--- src/rtl/ssd_scan_ctl_n.sv ---
`default_nettype none
// ssd_scan_ctl_n: multiplexed seven-segment scan controller with frame-locked
// data snapshot, optional inter-digit guard cycles and leading-zero blanking.
module ssd_scan_ctl_n #(
   parameter int NUM_DIGITS   = 4,
   parameter int DATA_W       = 4,
   parameter int SCAN_DIV     = 100000,
   parameter int GUARD_CYCLES = 0,
   localparam int IDX_W       = (NUM_DIGITS > 1) ? $clog2(NUM_DIGITS) : 1
) (
   input  logic                         clk,
   input  logic                         rst,
   input  logic                         en,
   input  logic [NUM_DIGITS*DATA_W-1:0] data_in,
   input  logic [NUM_DIGITS-1:0]        digit_en,
   input  logic                         lz_en,
   output logic [NUM_DIGITS-1:0]        ssd_ctl,
   output logic [DATA_W-1:0]            ssd_in,
   output logic [IDX_W-1:0]             digit_idx,
   output logic                         frame_tick
);

   localparam int CNT_MAX = (SCAN_DIV > GUARD_CYCLES) ? SCAN_DIV : GUARD_CYCLES;
   localparam int CNT_W   = (CNT_MAX > 1) ? $clog2(CNT_MAX) : 1;
   localparam logic [CNT_W-1:0] DRIVE_LAST = CNT_W'(SCAN_DIV - 1);
   localparam logic [CNT_W-1:0] GUARD_LAST = CNT_W'((GUARD_CYCLES > 0) ? GUARD_CYCLES - 1 : 0);
   localparam logic [IDX_W-1:0] IDX_LAST   = IDX_W'(NUM_DIGITS - 1);

   typedef enum logic {
      PH_GUARD = 1'b0,
      PH_DRIVE = 1'b1
   } phase_t;

   localparam phase_t PH_FIRST = (GUARD_CYCLES > 0) ? PH_GUARD : PH_DRIVE;

   phase_t                         phase, phase_nxt;
   logic [CNT_W-1:0]               cnt, cnt_nxt;
   logic [IDX_W-1:0]               idx, idx_nxt;
   logic                           wrap;
   logic [NUM_DIGITS*DATA_W-1:0]   sh_data;
   logic [NUM_DIGITS-1:0]          sh_mask;
   logic                           sh_lz;
   logic                           tick;
   logic                           en_q;
   logic [NUM_DIGITS-1:0]          visible;

   always_ff @(posedge clk or posedge rst) begin
      if (rst) begin
         phase   <= PH_FIRST;
         cnt     <= '0;
         idx     <= '0;
         sh_data <= '0;
         sh_mask <= '0;
         sh_lz   <= 1'b0;
         tick    <= 1'b0;
         en_q    <= 1'b0;
      end else begin
         phase <= phase_nxt;
         cnt   <= cnt_nxt;
         idx   <= idx_nxt;
         tick  <= wrap;
         en_q  <= en;
         if (wrap) begin
            sh_data <= data_in;
            sh_mask <= digit_en;
            sh_lz   <= lz_en;
         end
      end
   end

   always_comb begin
      phase_nxt = phase;
      cnt_nxt   = cnt;
      idx_nxt   = idx;
      wrap      = 1'b0;
      if (en) begin
         if (phase == PH_GUARD) begin
            if (cnt == GUARD_LAST) begin
               phase_nxt = PH_DRIVE;
               cnt_nxt   = '0;
            end else begin
               cnt_nxt = cnt + CNT_W'(1);
            end
         end else if (cnt == DRIVE_LAST) begin
            phase_nxt = PH_FIRST;
            cnt_nxt   = '0;
            if (idx == IDX_LAST) begin
               idx_nxt = '0;
               wrap    = 1'b1;
            end else begin
               idx_nxt = idx + IDX_W'(1);
            end
         end else begin
            cnt_nxt = cnt + CNT_W'(1);
         end
      end
   end

   // A digit is lz-suppressed when it and everything above it is zero.
   always_comb begin
      logic all_zero;
      all_zero = 1'b1;
      visible  = '0;
      for (int i = NUM_DIGITS - 1; i >= 0; i--) begin
         all_zero   = all_zero & (sh_data[i*DATA_W +: DATA_W] == '0);
         visible[i] = sh_mask[i] & ~(sh_lz & (i != 0) & all_zero);
      end
   end

   // en is registered so the blanking has no combinational input path.
   always_comb begin
      ssd_ctl = '1;
      ssd_in  = '0;
      for (int i = 0; i < NUM_DIGITS; i++) begin
         if (en_q && (phase == PH_DRIVE) && (idx == IDX_W'(i)) && visible[i]) begin
            ssd_ctl[i] = 1'b0;
            ssd_in     = sh_data[i*DATA_W +: DATA_W];
         end
      end
   end

   assign digit_idx  = idx;
   assign frame_tick = tick;

endmodule
`default_nettype wire

--- config.mk ---
export PLATFORM = sky130hd
export DESIGN_NAME = ssd_scan_ctl_n
export DESIGN_NICKNAME = d
export VERILOG_FILES = /design/src/rtl/ssd_scan_ctl_n.sv
export SDC_FILE = /design/constraint.sdc
export NUM_CORES = 1
export LEC_CHECK = 0
export ABC_AREA = 0
export BUFFER_PORTS_ARGS = -buffer_cell sky130_fd_sc_hd__buf_2
export CORE_MARGIN = 8
export CORE_UTILIZATION = 45
export DETAILED_ROUTE_END_ITERATION = 7
export MAX_ROUTING_LAYER = met4
export PLACE_DENSITY_LB_ADDON = 0.15
export SYNTH_ARGS = -nofsm -noshare
export SYNTH_HDL_FRONTEND = slang
export SYNTH_SLANG_ARGS = --single-unit
--- constraint.sdc ---
create_clock -name clk -period 2.3 [get_ports clk]
set_input_delay 0.23 -clock clk [delete_from_list [all_inputs] [get_ports clk]]
set_output_delay 0.23 -clock clk [all_outputs]
set_load 0.005 [all_outputs]
After elaboration in Yosys (flattened, before gate mapping)
Cells that the tools add are included.
Storage, ports and cells
  register bits after elaboration: 43
  bits of input ports: 24
  output and inout bits: 11
  word-level logic and storage cells: 58
Operators by class
  $add $sub $neg: 2
  equality and inequality tests: 4
  mux-type cells: 18
  bitwise gates (word level): 11
  reduce and logical (&&, ||, !) cells: 15
Operator list (number)
  two-way mux 17 bit: 3
  adder 17 x 1 -> 17 bit (second input constant): 1
  equality test 17 bit (second input constant): 1
  logical NOT 17 bit: 1
  two-way mux 4 bit: 4
  logical NOT 4 bit: 3
  two-way mux 1 bit: 10
  logical AND 1 bit: 9
  AND 1 bit: 8
  equality test 2 bit (second input constant): 2
  inverter 1 bit: 3
  AND reduction 3 bit: 1
  adder 2 x 1 -> 2 bit (second input constant): 1
  equality test 2 x 1 -> 1 bit (second input constant): 1
  logical NOT 2 bit: 1
  two-way mux 2 bit: 1

Depth between registers and ports, before layout
Gate-level depths: netlist of run 1.
  word-level depth: 10
  mapped depth: 7

Worst setup path after synthesis of run 1
Ideal clock, no wire load.
  path type: flip-flop to output port
  start: reg idx[0], in the netlist digit_idx[0]
  end: out ssd_in[0]
  arrival: 1.716 ns
  data required time: 2.070 ns
  slack: 0.354 ns
  cell stages (with the launch flop): 7
  buffers on the path: 0
  cell sequence: dfrtp_1 ha_1 and4_1 a21boi_2 o21a_1 nor3_1 a221o_1
On the way
  word-level cells in the longest chain between the ends: 7
  elaborated cells on any way between the ends: 16
  those cells by class: 3 x eq/ne; 4 x mux; 9 x reduce/logical
Ends and longest elaborated chain
  start: declaration: line 38  | logic [IDX_W-1:0] idx, idx_nxt;
  start signal: assignment: line 60  | idx <= idx_nxt;
  logical NOT 2 bit: line 115  | if (en_q && (phase == PH_DRIVE) && (idx == IDX_W'(i)) && visible[i]) begin
  logical AND 1 bit (2 in series): line 115
  two-way mux 4 bit (3 in series): line 115
  two-way mux 4 bit *: line 115
  end: declaration: line 18  | output logic [DATA_W-1:0] ssd_in,
Mark *: on every way between the ends. The rest lies on a longest branch, timed or not.

Worst setup path after layout of run 1
  start: reg idx[0], in the netlist digit_idx[0]
  end: out ssd_in[2]
The elaborated chain is that of the path after synthesis.

==> results.sh, run 1 <==
export IMPL_maxCapViolCount=0
export IMPL_critPathTopFamily="compound AO/OA/AOI/OAI gates"
export IMPL_internal_power_mw=1.39
export IMPL_drive_gt1_frac=0.352
export IMPL_power_total_mw=1.89
export IMPL_max_freq_mhz=440
export IMPL_die_x_um=85.9
export IMPL_core_area_sq_um=4720
export IMPL_cts_tree="yes"
export IMPL_insertedDiodeCount=0
export IMPL_synthFlopType="dfrtp_1"
export IMPL_synthSimpleGateAreaFrac=0.213
export IMPL_synth_top_area_frac=0.478
export IMPL_end_kind="output port"
export IMPL_reg2reg_slack_ps=290
export IMPL_layoutNonFillerInstCount=320
export IMPL_synth_edff_count=0
export IMPL_avgSynthCellArea_sq_um=10.7
export IMPL_reg2regPathDepth=5
export IMPL_synth_seq_area_share=0.489
export IMPL_drt_pass1_iterations=4
export IMPL_antenna_found_initial=0
export IMPL_antenna_left=0
export IMPL_criticalPathCategory="flip-flop to output port"
export IMPL_die_h_um=85.9
export IMPL_r2r_start="cnt[11]$_DFFE_PP0P_"
export IMPL_synth_compound_area_frac=0.0705
export IMPL_h_tree_depth=2
export IMPL_cts_sinks=43
export IMPL_synth_cell_types=42
export IMPL_cts_buffer_depth=2
export IMPL_pre_cts_ws_ps=169
export IMPL_numCtsBuffers=5
export IMPL_placed_area_sq_um=2460
export IMPL_fin_nets=282
export IMPL_combinationalPowerShare=0.150
export IMPL_critPathMaxFanout=3
export IMPL_r2r_end="cnt[1]$_DFFE_PP0P_"
export IMPL_synth_mux_area_frac=0.117
export IMPL_endpoint="ssd_in[2]"
export IMPL_via_per_inst=5.27
export IMPL_wire_per_inst_um=14.8
export IMPL_drc=0
export IMPL_syn_nets=236
export IMPL_skew_ps=8.12
export IMPL_critPathBufInv=1
export IMPL_dp_cells=305
export IMPL_grt_max_degree=44
export IMPL_start_kind="flip-flop"
export IMPL_crit_path_start="digit_idx[0]$_DFFE_PP0P_"
export IMPL_hpwl_mm=3.44
export IMPL_setup_slack_ps=27.2
export IMPL_cts_root_buf="clkbuf_8"
export IMPL_rows=25
export IMPL_yosysMostFrequentCell="dfrtp_1"
export IMPL_fin_area_sq_um=2690
export IMPL_overflow=0
export IMPL_slew_limit_headroom=0.636
export IMPL_finalHoldViolations=0
export IMPL_cp_slowest_cell="dfrtp_1"
export IMPL_required_ps=2070
export IMPL_ir_drop_mv=0.302
export IMPL_p_sw_uw=504
export IMPL_synth_common_cells="42 x dfrtp_1, 23 x nand2_1, 21 x mux2_2"
export IMPL_rsz0062_at_grt="yes"
export IMPL_crit_path_max_incr_delay_ps=380
export IMPL_arrival_ps=2040
export IMPL_hold_buffers=0
export IMPL_synth_top_family_by_area="simple AND/OR/NAND/NOR gates"
export IMPL_worst_hold_path_type="input pin to asynchronous set/reset pin"
export IMPL_clock_power_share=0.369
export IMPL_dr_first_iter_drc_count=78
export IMPL_status="complete, no violations"
export IMPL_pwr_share_seq=0.482
export IMPL_post_route_util=0.570
export IMPL_setup_viol=0
export IMPL_grt_pass1_vias=1705
export IMPL_ys_warn_count=0
export IMPL_powerDensity_nw_per_um2=702
export IMPL_ys_ff_latch=43
export IMPL_area_delta_synth_final_pct=22.3
export IMPL_whs_ps=51.2
export IMPL_cp_cell_sequence="ha_2 > and4_4 > a21boi_4 > o21a_1 > o22ai_2 > a221o_1 > buf_2"
export IMPL_routed_wl_mm=4.75
export IMPL_switching_share=0.267
export IMPL_fin_tns_setup_ps=0
export IMPL_synthTopCellsByArea="dfrtp_1 48%, mux2_2 11%, nand2_1 3.9%"
export IMPL_die_area_sq_um=7380
export IMPL_vias=1687
export IMPL_async_reset_ff_frac=1.00
export IMPL_track_usage=0.138
export IMPL_ios=35
export IMPL_fillers=424
export IMPL_synth_top_cell_by_area="dfrtp_1"
export IMPL_synth_adder_area_share=0.0341
export IMPL_layout_min_cycle_time_ps=2270
export IMPL_syn_area_sq_um=2200
export IMPL_slew_viol_final=0
export IMPL_cp_num_cells=7
export IMPL_port_buffers=34
export IMPL_synthXorXnorAreaFrac=0.0478
export IMPL_path_clk_slew_ps=80
export IMPL_start_util=0.466
export IMPL_gp_congestion=0.824
export IMPL_clk_latency_ps=300
export IMPL_grt_pass1_wl_mm=8.01
export IMPL_worstMarginPinSlew_ps=541
export IMPL_synthCells=206
export IMPL_p_leak_nw=1.27
export IMPL_period_share=0.988
==> worst min-delay path by stage <==
| stage | slack, ps | from | cells after the start | endpoint |
|---|---|---|---|---|
| global placement | 390 | rst | 3 | cnt[8]$_DFFE_PP0P_ |
| finish | 50 | rst | 3 | sh_data[10]$_DFFE_PP0P_ |
| detailed placement | 400 | rst | 3 | sh_data[10]$_DFFE_PP0P_ |
| floorplan | 260 | en | 0 | en_q$_DFF_PP0_ |
| global route | 120 | rst | 3 | sh_data[10]$_DFFE_PP0P_ |
| CTS | 70 | rst | 3 | sh_data[10]$_DFFE_PP0P_ |
==> final cells by class <==
| cell class | instances | area (sq um) | area share |
|---|---|---|---|
| clock inverters | 2 | 60.1 | 0.0223 |
| repair buffers | 46 | 260 | 0.0967 |
| well taps | 67 | 83.8 | 0.0311 |
| inverters | 9 | 33.8 | 0.0126 |
| flip-flops and latches | 43 | 1080 | 0.400 |
| clock buffers | 6 | 72.6 | 0.0270 |
| multi-input cells | 147 | 1100 | 0.410 |
==> kinds of logic after synthesis <==
logic type	Yosys count
buf+inv	16
xor+xnor	12
compound gates	20
fa+ha+maj	6
simple gates	86
flops	43
mux	23
==> metal layers <==
| layer | up-vias | share of wire | routed length (um) | GRT usage |
|---|---|---|---|---|
| li1 | 834 | - | - | - |
| met1 | 810 | 0.42 | 1990 | 0.150 |
| met3 | 7 | 0.056 | 265 | 0.0363 |
| met5 | - | 0 | 0 | - |
| met2 | 36 | 0.51 | 2420 | 0.237 |
| met4 | 0 | 0.015 | 71 | 0.0525 |
==> tightest hold or removal path, delay by kind of cell <==
kind / cells / cell delay (ps)
buffers and inverters: 3 / 580
==> power by group through the flow <==
stage	Sequential, mW	Combinational [mW]	Clock, mW
after floorplan	0.886	0.218	0
after detailed placement	0.932	0.254	0
after CTS	0.907	0.282	0.711
after global routing	0.919	0.316	0.736
after global placement	0.930	0.253	0
final	0.910	0.283	0.696
==> registers in the layout (all words and copies together) (netlist names) <==
| name | count |
|---|---|
| sh_mask | 4 |
| phase | 1 |
| cnt | 17 |
| digit_idx | 2 |
| sh_lz | 1 |
| en_q | 1 |
| sh_data | 16 |
| frame_tick | 1 |
==> cells in the final DEF, fill, tap and decap left out, types with 6 or more instances in the layout <==
| cell type | count |
|---|---|
| nor2_1 | 15 |
| buf_4 | 12 |
| mux2_2 | 21 |
| buf_2 | 34 |
| inv_1 | 9 |
| nand3_1 | 12 |
| nand2_1 | 23 |
| dfrtp_1 | 42 |
| nand4_1 | 10 |
| xnor2_1 | 6 |
| xor2_1 | 6 |
==> repair_timing <==
item | 4_1_cts | 5_1_grt
endpoints found under the setup margin | 4 | 4
pin swaps | 4 | 6
gates resized for setup | 7 | 2
buffers inserted | 6 | 1
cloned | 0 | 0
Note: power is estimated with default switching activity, not from simulation.
==> run 2: changes to the inputs <==
--- a/config.mk
+++ b/config.mk
@@ -9,9 +9,11 @@
 export BUFFER_PORTS_ARGS = -buffer_cell sky130_fd_sc_hd__buf_2
 export CORE_MARGIN = 8
 export CORE_UTILIZATION = 45
+export CTS_BUF_LIST = sky130_fd_sc_hd__clkbuf_16
 export DETAILED_ROUTE_END_ITERATION = 7
 export MAX_ROUTING_LAYER = met4
 export PLACE_DENSITY_LB_ADDON = 0.15
+export SLEW_MARGIN = 15
 export SYNTH_ARGS = -nofsm -noshare
 export SYNTH_HDL_FRONTEND = slang
 export SYNTH_SLANG_ARGS = --single-unit
==> run 2 against run 1 <==
Clock power rose by 30%. First-iteration DRC count is 10% higher. Worst hold slack gained 22 ps. Global-route usage fell by 0.083 points. Wire length is 0.53% lower. Clock skew shrank 4.1 ps. Maximum frequency rose by 1.9%. Largest cell class unchanged. Sequential power barely moved.
==> results.sh, run 2 (synthesized netlist as in run 1, its figures left out) <==
export IMPL_status="complete, no violations"
export IMPL_layout_common_cells="42 x dfrtp_1, 34 x buf_2, 23 x nand2_1"
export IMPL_switching_share=0.250
export IMPL_setup_viol=0
export IMPL_overflow=0
export IMPL_grt_max_degree=44
export IMPL_vias=1695
export IMPL_largest_reg_flops=17
export IMPL_cts_tree="yes"
export IMPL_start_util=0.466
export IMPL_die_x_um=85.9
export IMPL_worstMarginPinSlew_ps=547
export IMPL_die_area_sq_um=7380
export IMPL_arrival_ps=2000
export IMPL_cts_root_buf="clkbuf_16"
export IMPL_pwr_share_seq=0.434
export IMPL_cts_sinks=43
export IMPL_reg2reg_slack_ps=290
export IMPL_setup_slack_ps=70.3
export IMPL_ios=35
export IMPL_period_share=0.969
export IMPL_layout_min_cycle_time_ps=2230
export IMPL_grt_pass1_vias=1702
export IMPL_cts_buffer_depth=2
export IMPL_reg_top3="cnt (17), sh_data (16), sh_mask (4)"
export IMPL_r2r_start="cnt[11]$_DFFE_PP0P_"
export IMPL_path_clk_slew_ps=60
export IMPL_whs_ps=73.1
export IMPL_final_common_cell="dfrtp_1"
export IMPL_antenna_found_initial=0
export IMPL_multiInputGateArea_sq_um=1100
export IMPL_pre_cts_ws_ps=169
export IMPL_powerDensity_nw_per_um2=763
export IMPL_p_sw_uw=525
export IMPL_insertedDiodeCount=0
export IMPL_seq_area_sq_um=1080
export IMPL_slew_limit_headroom=0.632
export IMPL_via_per_inst=5.30
export IMPL_wire_per_inst_um=14.8
export IMPL_finalHoldViolations=0
export IMPL_grt_pass1_wl_mm=7.98
export IMPL_slew_viol_final=0
export IMPL_internal_power_mw=1.57
export IMPL_worst_hold_path_type="input pin to asynchronous set/reset pin"
export IMPL_rows=25
export IMPL_fillers=413
export IMPL_crit_path_start="digit_idx[0]$_DFFE_PP0P_"
export IMPL_drive_gt1_frac=0.352
export IMPL_start_kind="flip-flop"
export IMPL_fin_nets=282
export IMPL_r2r_end="cnt[1]$_DFFE_PP0P_"
export IMPL_ir_drop_mv=0.295
export IMPL_rsz0062_at_grt="yes"
export IMPL_hpwl_mm=3.44
export IMPL_skew_ps=3.98
export IMPL_numCtsBuffers=5
export IMPL_routed_wl_mm=4.72
export IMPL_clk_latency_ps=280
export IMPL_drt_pass1_iterations=4
export IMPL_reg2regPathDepth=5
export IMPL_h_tree_depth=2
export IMPL_combinationalPowerShare=0.135
export IMPL_maxCapViolCount=0
export IMPL_drc=0
export IMPL_clock_power_share=0.431
export IMPL_die_h_um=85.9
export IMPL_fin_tns_setup_ps=0
export IMPL_port_buffers=34
export IMPL_track_usage=0.138
export IMPL_dr_first_iter_drc_count=86
export IMPL_max_freq_mhz=448
export IMPL_area_delta_synth_final_pct=24.8
export IMPL_core_area_sq_um=4720
export IMPL_gp_congestion=0.824
export IMPL_antenna_left=0
export IMPL_required_ps=2070
export IMPL_p_leak_nw=1.30
export IMPL_critPathMaxFanout=3
export IMPL_top_register="cnt"
export IMPL_end_kind="output port"
export IMPL_criticalPathCategory="flip-flop to output port"
run 2: cell count changes in the layout (fill, tap and decap cells not counted):
cell       before  now
clkbuf_16       0    5
clkbuf_8        5    0
clkbuf_1        1    0
inv_1           9   10
run 2: final cells by class:
type | count | area share
Multi-Input combinational cell | 147 | 0.402
Sequential cell | 43 | 0.392
Timing Repair Buffer | 46 | 0.0947
Clock buffer | 5 | 0.0455
Tap cell | 67 | 0.0305
Clock inverter | 3 | 0.0232
Inverter | 9 | 0.0123
run 2: stage by stage:
stage | power, mW | utilization | area (sq um) | std cells
floorplan | 1.10 | - | 2200 | 206
global placement | 1.18 | 0.522 | 2460 | 305
finish | 2.10 | 0.582 | 2750 | 320
CTS | 2.11 | 0.578 | 2730 | 319
detailed placement | 1.19 | 0.522 | 2460 | 305
global route | 2.18 | 0.582 | 2750 | 320
run 2: worst max path at each step:
stage	to	slack (ps)
finish	ssd_in[2]	70
floorplan	ssd_in[0]	350
CTS	ssd_in[0]	9
global route	ssd_in[1]	-60
detailed placement	ssd_in[0]	170
global placement	ssd_in[1]	220
run 2: power by group through the flow:
stage	Combinational [mW]	Sequential [mW]	Clock (mW)
CTS	0.282	0.908	0.919
floorplan	0.218	0.886	0
global placement	0.253	0.930	0
global route	0.316	0.918	0.944
detailed placement	0.254	0.932	0
finish	0.283	0.910	0.903
run 2: routing by layer:
layer,track usage,vias up,part of all wire
li1,-,833,-
met3,0.0420,2,0.069
met5,-,-,0
met1,0.150,814,0.41
met4,0.0334,0,0.0049
met2,0.239,46,0.52
run 2: what timing repair did:
| item | CTS | global route |
|---|---|---|
| setup buffers | 6 | 1 |
| gates resized for setup | 7 | 2 |
| setup endpoints to repair | 3 | 4 |
| pin swaps | 2 | 6 |
| hold buffers | 0 | 0 |
| hold endpoints to repair | 0 | 0 |
run 2: critical path: stages (launching register included):
cell and delay, ps:
dfrtp_1 370, ha_2 200, and4_4 220, a21boi_4 190, o21a_1 200, o22ai_2 100
a221o_1 310, buf_2 130
